**src/rtl/mem_access_unit_pkg.sv**
```systemverilog
// Shared types and codes for the memory access sequencer.
// State encoding and error codes are visible to the top module and to external monitors.
package mem_access_unit_pkg;

  typedef enum logic [1:0] {
    MAU_IDLE = 2'b00,
    MAU_BUSY = 2'b01,
    MAU_DONE = 2'b10,
    MAU_ERR  = 2'b11
  } mau_state_t;

  localparam logic [1:0] ERR_NONE    = 2'b00;
  localparam logic [1:0] ERR_ALIGN   = 2'b01;
  localparam logic [1:0] ERR_TIMEOUT = 2'b10;

  function automatic logic is_word_aligned(input logic [1:0] addr_lsb);
    return addr_lsb == 2'b00;
  endfunction

endpackage

```
**src/rtl/mem_access_unit_timeout_counter.sv**
```systemverilog
// Cycle counter for the BUSY phase.
// It clears while idle, counts while enabled, and saturates once it reaches TIMEOUT-1.
module mau_timeout_counter #(
  parameter int TIMEOUT = 16
) (
  input  logic cclk,
  input  logic rst,
  input  logic clear,
  input  logic enable,
  output logic expired
);

  localparam int CNT_W = (TIMEOUT > 1) ? $clog2(TIMEOUT) : 1;
  localparam logic [CNT_W-1:0] LAST = CNT_W'(TIMEOUT - 1);

  logic [CNT_W-1:0] cnt_reg;

  always_ff @(posedge cclk or posedge rst) begin
    if (rst) begin
      cnt_reg <= '0;
    end else if (clear) begin
      cnt_reg <= '0;
    end else if (enable && !expired) begin
      cnt_reg <= cnt_reg + 1'b1;
    end
  end

  assign expired = (cnt_reg == LAST);

endmodule

```
**src/rtl/mem_access_unit.sv**
```systemverilog
// Bus sequencer between the multicycle control unit and a variable-latency memory.
// Runs one req/ack transaction per memory state and stalls the core while that transaction is in flight.
module mem_access_unit
  import mem_access_unit_pkg::*;
#(
  parameter int DATA_W  = 32,
  parameter int TIMEOUT = 16
) (
  input  logic              cclk,
  input  logic              rst,
  input  logic              MemRead,
  input  logic              MemWrite,
  input  logic              IrWrite,
  input  logic              IorD,
  input  logic [DATA_W-1:0] Pc,
  input  logic [DATA_W-1:0] AluOut,
  input  logic [DATA_W-1:0] BReg,
  output logic              mem_req,
  output logic              mem_we,
  output logic [DATA_W-1:0] mem_addr,
  output logic [DATA_W-1:0] mem_wdata,
  input  logic [DATA_W-1:0] mem_rdata,
  input  logic              mem_ack,
  output logic              Stall,
  output logic [DATA_W-1:0] Ir,
  output logic [DATA_W-1:0] Mdr,
  output logic              MemErr,
  output logic [1:0]        ErrCode
);

  mau_state_t        state_reg, state_next;
  logic [DATA_W-1:0] addr_sel;
  logic              cmd, issue, align_err, timeout_err, rd_done, expired;
  logic              mem_we_reg, ir_write_reg, mem_err_reg;
  logic [DATA_W-1:0] mem_addr_reg, mem_wdata_reg, ir_reg, mdr_reg;
  logic [1:0]        err_code_reg;

  assign cmd      = MemRead | MemWrite;
  assign addr_sel = IorD ? AluOut : Pc;

  mau_timeout_counter #(.TIMEOUT(TIMEOUT)) u_timeout (
    .cclk    (cclk),
    .rst     (rst),
    .clear   (state_reg != MAU_BUSY),
    .enable  (state_reg == MAU_BUSY),
    .expired (expired)
  );

  always_ff @(posedge cclk or posedge rst) begin
    if (rst) state_reg <= MAU_IDLE;
    else     state_reg <= state_next;
  end

  always_comb begin
    state_next  = state_reg;
    Stall       = 1'b0;
    issue       = 1'b0;
    align_err   = 1'b0;
    timeout_err = 1'b0;
    rd_done     = 1'b0;
    case (state_reg)
      MAU_IDLE: begin
        if (cmd) begin
          Stall = 1'b1;
          if (!is_word_aligned(addr_sel[1:0])) begin
            align_err  = 1'b1;
            state_next = MAU_ERR;
          end else begin
            issue      = 1'b1;
            state_next = MAU_BUSY;
          end
        end
      end
      MAU_BUSY: begin
        Stall = 1'b1;
        // An ack in the final counted cycle still completes the access.
        if (mem_ack) begin
          rd_done    = !mem_we_reg;
          state_next = MAU_DONE;
        end else if (expired) begin
          timeout_err = 1'b1;
          state_next  = MAU_ERR;
        end
      end
      MAU_DONE: state_next = MAU_IDLE;
      MAU_ERR:  Stall = 1'b1;
      default:  state_next = MAU_IDLE;
    endcase
  end

  always_ff @(posedge cclk or posedge rst) begin
    if (rst) begin
      mem_addr_reg  <= '0;
      mem_wdata_reg <= '0;
      mem_we_reg    <= 1'b0;
      ir_write_reg  <= 1'b0;
      ir_reg        <= '0;
      mdr_reg       <= '0;
      mem_err_reg   <= 1'b0;
      err_code_reg  <= ERR_NONE;
    end else begin
      if (issue) begin
        mem_addr_reg  <= addr_sel;
        mem_wdata_reg <= BReg;
        mem_we_reg    <= MemWrite;
        // When write wins over read, the fetch qualifier is dropped with the read.
        ir_write_reg  <= IrWrite & ~MemWrite;
      end
      if (rd_done) begin
        mdr_reg <= mem_rdata;
        if (ir_write_reg) ir_reg <= mem_rdata;
      end
      if (align_err) begin
        mem_err_reg  <= 1'b1;
        err_code_reg <= ERR_ALIGN;
      end else if (timeout_err) begin
        mem_err_reg  <= 1'b1;
        err_code_reg <= ERR_TIMEOUT;
      end
    end
  end

  assign mem_req   = (state_reg == MAU_BUSY);
  assign mem_we    = mem_we_reg;
  assign mem_addr  = mem_addr_reg;
  assign mem_wdata = mem_wdata_reg;
  assign Ir        = ir_reg;
  assign Mdr       = mdr_reg;
  assign MemErr    = mem_err_reg;
  assign ErrCode   = err_code_reg;

endmodule
```
**config.mk**
```make
export PLATFORM = sky130hd
export DESIGN_NAME = mem_access_unit
export DESIGN_NICKNAME = d
export VERILOG_FILES = /design/src/rtl/mem_access_unit_pkg.sv /design/src/rtl/mem_access_unit_timeout_counter.sv /design/src/rtl/mem_access_unit.sv
export SDC_FILE = /design/constraint.sdc
export NUM_CORES = 1
export LEC_CHECK = 0
export ABC_CLOCK_PERIOD_IN_PS = 7000
export CORE_MARGIN = 2
export CORE_UTILIZATION = 42
export CTS_CLUSTER_DIAMETER = 40
export DETAILED_ROUTE_END_ITERATION = 10
export GPL_ROUTABILITY_DRIVEN = 1
export PLACE_DENSITY = 0.86
export REMOVE_ABC_BUFFERS = 1
export SETUP_SLACK_MARGIN = 0.2
export SLEW_MARGIN = 20
export SYNTH_ARGS = -nofsm -noshare
export SYNTH_HDL_FRONTEND = slang
export SYNTH_SLANG_ARGS = --single-unit
export TNS_END_PERCENT = 100
```
**constraint.sdc**
```tcl
create_clock -name cclk -period 7 [get_ports cclk]
set_input_delay 2.1 -clock cclk [delete_from_list [all_inputs] [get_ports cclk]]
set_output_delay 2.1 -clock cclk [all_outputs]
set_load 0.02 [all_outputs]
```
==> results of run 1 <==
cell usage after synthesis (all sizes together):
cell and n:
mux2 159, dfrtp 139, buf 16, ha 7, inv 5, nor2 4
a211oi 3, clkbuf 3, nor3 3, nor3b 3, o21ai 3, a21oi 2
and2 2, nand2 2, nand3 2, nor2b 2, nor4b 2, a21o 1
a31oi 1, and3 1, mux2i 1, nand2b 1, nand4b 1, nor4 1
o21bai 1, o32ai 1, or2 1, or3b 1, xnor2 1
through the flow:
stage | area [sq um] | utilization [%] | worst slack, ns | cells
after floorplan | 5783 | - | 1.175 | 350
after global placement | 8736 | 63.18 | 1.374 | 803
after detailed placement | 8736 | 63.18 | 1.354 | 803
after CTS | 9324 | 67.43 | 1.338 | 835
after global routing | 9324 | 67.43 | 1.259 | 835
final | 9326 | 67.45 | 1.309 | 836
area by class of cell:
cell class / instances / area [sq um] / share of cell area [%]
diodes: 1 / 2.502 / 0.02683
clock buffers: 20 / 446.7 / 4.789
clock inverters: 12 / 141.4 / 1.516
inverters: 5 / 23.77 / 0.2549
multi-input cells: 206 / 2293 / 24.59
flip-flops and latches: 139 / 3478 / 37.30
well taps: 180 / 225.2 / 2.415
repair buffers: 273 / 2715 / 29.11
per-layer routing:
layer / vias to the layer above / global-route usage, % / part of all wire (%)
li1: 1863 / - / -
met1: 1983 / 23.26 / 39
met2: 211 / 34.10 / 49
met3: 23 / 8.411 / 9.9
met4: 0 / 8.477 / 2.3
met5: - / 0 / 0
layout by cell type (no fill, tap or decap), types with 2 or more instances in the layout:
cell type	instances
clkbuf_16	17
clkinv_4	3
a211oi_1	3
inv_6	2
inv_1	4
nor3_1	2
dfrtp_1	139
and2_1	2
mux2_2	120
nand3_1	2
clkinvlp_4	4
o21ai_0	3
clkbuf_1	2
ha_1	7
clkdlybuf4s50_1	267
nor3b_1	2
nor2_1	4
mux2_4	38
nor2b_1	2
nand2_1	2
a21oi_1	2
buf_4	5
bufinv_16	2
nor4b_1	2
kinds of logic after synthesis:
| group | Yosys count |
|---|---|
| AOI/OAI and AO/OA | 12 |
| xor gates and xnor gates | 1 |
| adders and majority gates | 7 |
| buffers and inverters | 24 |
| DFF | 139 |
| muxes | 160 |
| and+or+nand+nor | 26 |
critical path, delay by kind of cell:
kind | cells | cell delay (ns)
AOI/OAI and AO/OA | 2 | 0.34
buffers and inverters | 2 | 1.15
report_power, final:
group / switching [mW] / internal (mW)
combinational: 0.854 / 1.07
clock: 0.340 / 0.538
sequential: 0.212 / 1.17
total: 1.41 / 2.78
how the worst max path moves through the flow:
stage	startpoint	endpoint	slack, ns	depth (start not counted)
finish	MemWrite	Stall	1.31	4
global route	MemWrite	Stall	1.26	4
CTS	MemWrite	Stall	1.34	4
detailed placement	MemWrite	Stall	1.35	4
global placement	MemWrite	Stall	1.37	4
floorplan	rst	ErrCode[0]	1.18	1
==> qor.json, run 1 <==
{
  "floorplanning": {
    "chipHeight_microns": 122.6,
    "core-area_sq_um": 13830,
    "placement_rows": 43,
    "dieArea_sq_um": 15040,
    "design.portCount": 269,
    "initial_utilization_pct": 42.75,
    "die_w_microns": 122.6
  },
  "worst_setup_path": {
    "worst-setup-path-type": "input port to output port",
    "timing.reg2reg.worst_path_depth": 6,
    "reg2reg_setup_slack_ns": 4.89,
    "worstPathMaxFanout": 4,
    "endpoint_kind": "output port",
    "crit_path_top_delay_cell": "clkdlybuf4s50_1",
    "arr_time_crit_path_ns": 3.59,
    "crit_chain": "clkdlybuf4s50_1, o21ai_0, a21oi_1, clkdlybuf4s50_1",
    "critical_path.startpoint_type": "input port",
    "crit-reg2reg-capture": "mem_wdata[31]",
    "slowest_delay_ns": 0.63,
    "cpMostUsedCell": "clkdlybuf4s50_1",
    "regToRegStartpoint": "state_reg[0]",
    "critical_path_required_ns": 4.90
  },
  "route": {
    "drcViolationCount": 0,
    "routed-via-count": 4080,
    "number_of_drc_markers_after_the_initial_detailed_route_iteration": 203,
    "number_of_iterations_in_the_first_detailed_routing_pass": 4,
    "finalWirelength_microns": 15100,
    "avgRoutedWirePerCell_microns": 18.06,
    "antenna_left": 0,
    "avgViaCountPerCell": 4.880
  },
  "clock_tree": {
    "cts_resized": 0,
    "htree_levels": 4,
    "post_cts.repair.setup_buffers": 0,
    "worst_skew_pair.late_latency_ns": 0.42,
    "cts_root_buffer": "clkbuf_16",
    "clk_path_buf_depth": 2,
    "cts_tree": "built",
    "cts.sinks": 139,
    "postCtsHoldBufs": 0,
    "cts_made_buffers": 17,
    "cts.reportedPaths.clkPinSlew_ns": 0.06
  },
  "yosys": {
    "proportion_of_synthesized_chip_area_in_sequential_cells_pct": 58.85,
    "complex_gate_fraction_of_the_synthesized_area_pct": 1.376,
    "xor_xnor_portion_of_the_synthesized_cell_area_pct": 0.1482,
    "synth-adder-area-share_pct": 1.482,
    "synth.avg_cell_area_sq_um": 16.02,
    "synth_top_area_cell": "dfrtp_1",
    "yosysTopAreaCellShare_pct": 58.85,
    "yosysWarningCount": 0,
    "post_synthesis_cell_area_sq_um": 5911,
    "largest_family_of_logic_cells_by_synthesized_area": "multiplexers",
    "netlist_cell_types": 35,
    "synth_seq_cells": 139,
    "simple_gate_share_of_the_synthesized_area_pct": 2.794,
    "synth_mux_area_share_pct": 32.87,
    "synth_top_cells_by_area": "dfrtp_1 59%, mux2_2 23%, mux2_4 9.7%",
    "syn-instance-count": 369
  },
  "timing": {
    "fin_worst_skew_ns": 0.006276,
    "final.min_clock_period_ns": 5.691,
    "worst-slew-pin-transition_ns": 0.8714,
    "hold_viol": 0,
    "grt_setup_unrepaired": "false",
    "layout_worst_path_cycle_share_pct": 81.30,
    "fin_worst_hold_slack_ns": 0.4897,
    "maxClockFrequency_ghz": 0.1757,
    "slew_viol_final": 0,
    "setup-violations-final": 0,
    "timing.setup.tns_ns": 0,
    "max-slew-margin-rel_pct": 41.91
  },
  "grt": {
    "vias_in_the_first_global_route": 4303,
    "grt_max_degree": 82,
    "grt_pass1_wl_microns": 22900,
    "grtUsageTotal_pct": 20.45,
    "grt-ovfl-total": 0,
    "grt_antenna_before_repair": 1
  },
  "power": {
    "vdd_ir_drop_max_v": 0.0002233,
    "total_power_mw": 4.184,
    "leakage_nw": 4.110,
    "pwr_density_cell_nw_per_um2": 448.6
  },
  "hold_path": {
    "worstHoldPathType": "flop to flop",
    "whs_endpoint": "MemErr",
    "hold_path_startpoint": "MemErr",
    "worstHoldPathCells": 1
  },
  "cells_and_area": {
    "drive_gt1_share_pct": 30.38,
    "fillCellCount": 918,
    "num-nets-final": 784,
    "syn_to_final_growth_pct": 57.79
  },
  "placement": {
    "hpwl_microns": 11190,
    "numPortBuffers": 268,
    "globalplace.congestion": 0.7380
  },
  "status": {
    "status": "finished clean"
  },
  "flow_run": {
    "max_cap_violations": 0
  }
}
Power figures use the tool's default switching activity.
==> run 2, diff against run 1 <==
ABC_CLOCK_PERIOD_IN_PS = 5400   (was 7000)
clock period = 5.4 ns   (was 7 ns; I/O delays follow)
==> run 2 against run 1 <==
  * Clock power up 20%
  * Sequential cell count stayed put
  * Routed wire length rose by 0.38%
  * Critical path type unchanged
  * Critical endpoint unchanged
==> qor.json, run 2 (synthesis results as in run 1) <==
{
  "clock_tree": {
    "cts.sinks": 139,
    "cts_root_buffer": "clkbuf_16",
    "post_cts.repair.setup_buffers": 0,
    "postCtsHoldBufs": 0,
    "worst_skew_pair.late_latency_ns": 0.41,
    "htree_levels": 4,
    "cts_made_buffers": 17,
    "cts.reportedPaths.clkPinSlew_ns": 0.05,
    "cts_tree": "built",
    "clk_path_buf_depth": 2,
    "cts_resized": 0
  },
  "worst_setup_path": {
    "worstPathMaxFanout": 4,
    "worst-setup-path-type": "input port to output port",
    "critical_path.startpoint_type": "input port",
    "critical_path_required_ns": 3.78,
    "arr_time_crit_path_ns": 3.14,
    "endpoint_kind": "output port"
  },
  "floorplanning": {
    "dieArea_sq_um": 15040,
    "die_w_microns": 122.6,
    "core-area_sq_um": 13830,
    "design.portCount": 269,
    "initial_utilization_pct": 42.75,
    "chipHeight_microns": 122.6,
    "placement_rows": 43
  },
  "route": {
    "number_of_iterations_in_the_first_detailed_routing_pass": 4,
    "met1_length_microns": 5880,
    "avgViaCountPerCell": 4.898,
    "finalWirelength_microns": 15160,
    "wl_met3_microns": 1584,
    "dr_wl_met2_microns": 7386,
    "avgRoutedWirePerCell_microns": 18.11,
    "routed-via-count": 4100,
    "drcViolationCount": 0,
    "antenna_left": 0,
    "routed.top_layer": "met4",
    "number_of_drc_markers_after_the_initial_detailed_route_iteration": 173
  },
  "cells_and_area": {
    "post_route_cell_area_sq_um": 9304,
    "finalCoreUtilization_pct": 67.29,
    "final_common_cell": "clkdlybuf4s50_1",
    "num-nets-final": 785,
    "syn_to_final_growth_pct": 57.41,
    "layout_common_cells": "267 x clkdlybuf4s50_1, 139 x dfrtp_1, 120 x mux2_2, 38 x mux2_4, 17 x clkbuf_16",
    "drive_gt1_share_pct": 30.79
  },
  "hold_path": {
    "worstHoldPathType": "flop to flop"
  },
  "timing": {
    "timing.final.ws_setup_ns": 0.6360,
    "fin_worst_skew_ns": 0.006027,
    "maxClockFrequency_ghz": 0.2099,
    "final.min_clock_period_ns": 4.764,
    "timing.setup.tns_ns": 0,
    "setup-violations-final": 0,
    "grt_setup_unrepaired": "false",
    "hold_viol": 0,
    "slew_viol_final": 0,
    "worst-slew-pin-transition_ns": 0.9135,
    "layout_worst_path_cycle_share_pct": 88.22,
    "max-slew-margin-rel_pct": 39.10
  },
  "power": {
    "part_of_the_total_power_dissipated_in_combinational_logic_pct": 46.8,
    "p_int_mw": 3.519,
    "vdd_ir_drop_max_v": 0.0002883,
    "pwr_density_cell_nw_per_um2": 574.7,
    "switching_share_pct": 34.19,
    "leakage_nw": 4.104,
    "p_switching_mw": 1.828,
    "power.share.sequential_pct": 33.5,
    "total_power_mw": 5.347,
    "clkPwrFrac_pct": 19.7
  },
  "grt": {
    "grtUsageTotal_pct": 20.46,
    "grt_pass1_wl_microns": 23080,
    "grt-ovfl-total": 0,
    "vias_in_the_first_global_route": 4438,
    "grt_antenna_before_repair": 1,
    "grt_max_degree": 77
  },
  "placement": {
    "globalplace.congestion": 0.7659,
    "dpl-instance-area_sq_um": 8756,
    "numPortBuffers": 268,
    "hpwl_microns": 11150,
    "pre_cts_slack_ns": 0.6503
  },
  "status": {
    "status": "finished clean"
  },
  "flow_run": {
    "max_cap_violations": 0
  }
}
-- run 2: per-layer routing --
| layer | track usage (%) | vias to the layer above |
|---|---|---|
| met5 | 0 | - |
| met4 | 8.477 | 0 |
| met3 | 8.783 | 24 |
| met2 | 33.89 | 206 |
| met1 | 23.20 | 2008 |
| li1 | - | 1862 |
-- run 2: power by group through the flow --
stage / clock network, mW / registers (mW) / logic (mW)
6_report: 1.05 / 1.79 / 2.50
5_1_grt: 1.13 / 1.84 / 2.65
4_1_cts: 1.08 / 1.79 / 2.53
3_5_place_dp: 0 / 1.80 / 2.51
3_3_place_gp: 0 / 1.76 / 2.47
2_1_floorplan: 0 / 2.33 / 0.724
-- run 2: area by class of cell --
cell class / count / area (sq um)
flip-flops and latches: 139 / 3478
fillers: 892 / 4523
clock buffers: 19 / 452.9
diodes: 1 / 2.502
multi-input cells: 206 / 2293
well taps: 180 / 225.2
inverters: 5 / 23.77
clock inverters: 13 / 92.59
repair buffers: 274 / 2735
-- run 2: stage by stage --
stage	hold slack [ns]	cells
floorplan	0.4795	350
global placement	0.4659	804
detailed placement	0.4759	804
CTS	0.4886	836
global route	0.5074	836
finish	0.4825	837
-- run 2: worst max-delay path, cell delays in order --
cell             delay [ns]
clkdlybuf4s50_1        0.46
o21ai_0                0.38
a21oi_1                0.12
clkdlybuf4s50_1        0.56
-- run 2: path summary, 6_finish.rpt --
kind,slack (ns),cells after the start,from,endpoint
max,0.64,4,MemWrite,Stall
min reg2reg,0.48,1,MemErr,MemErr
max in group asynchronous,2.79,3,rst,mem_wdata[21]
min in group asynchronous,1.69,2,rst,mem_we
min,0.48,1,MemErr,MemErr
max reg2reg,2.95,6,state_reg[1],Mdr[8]
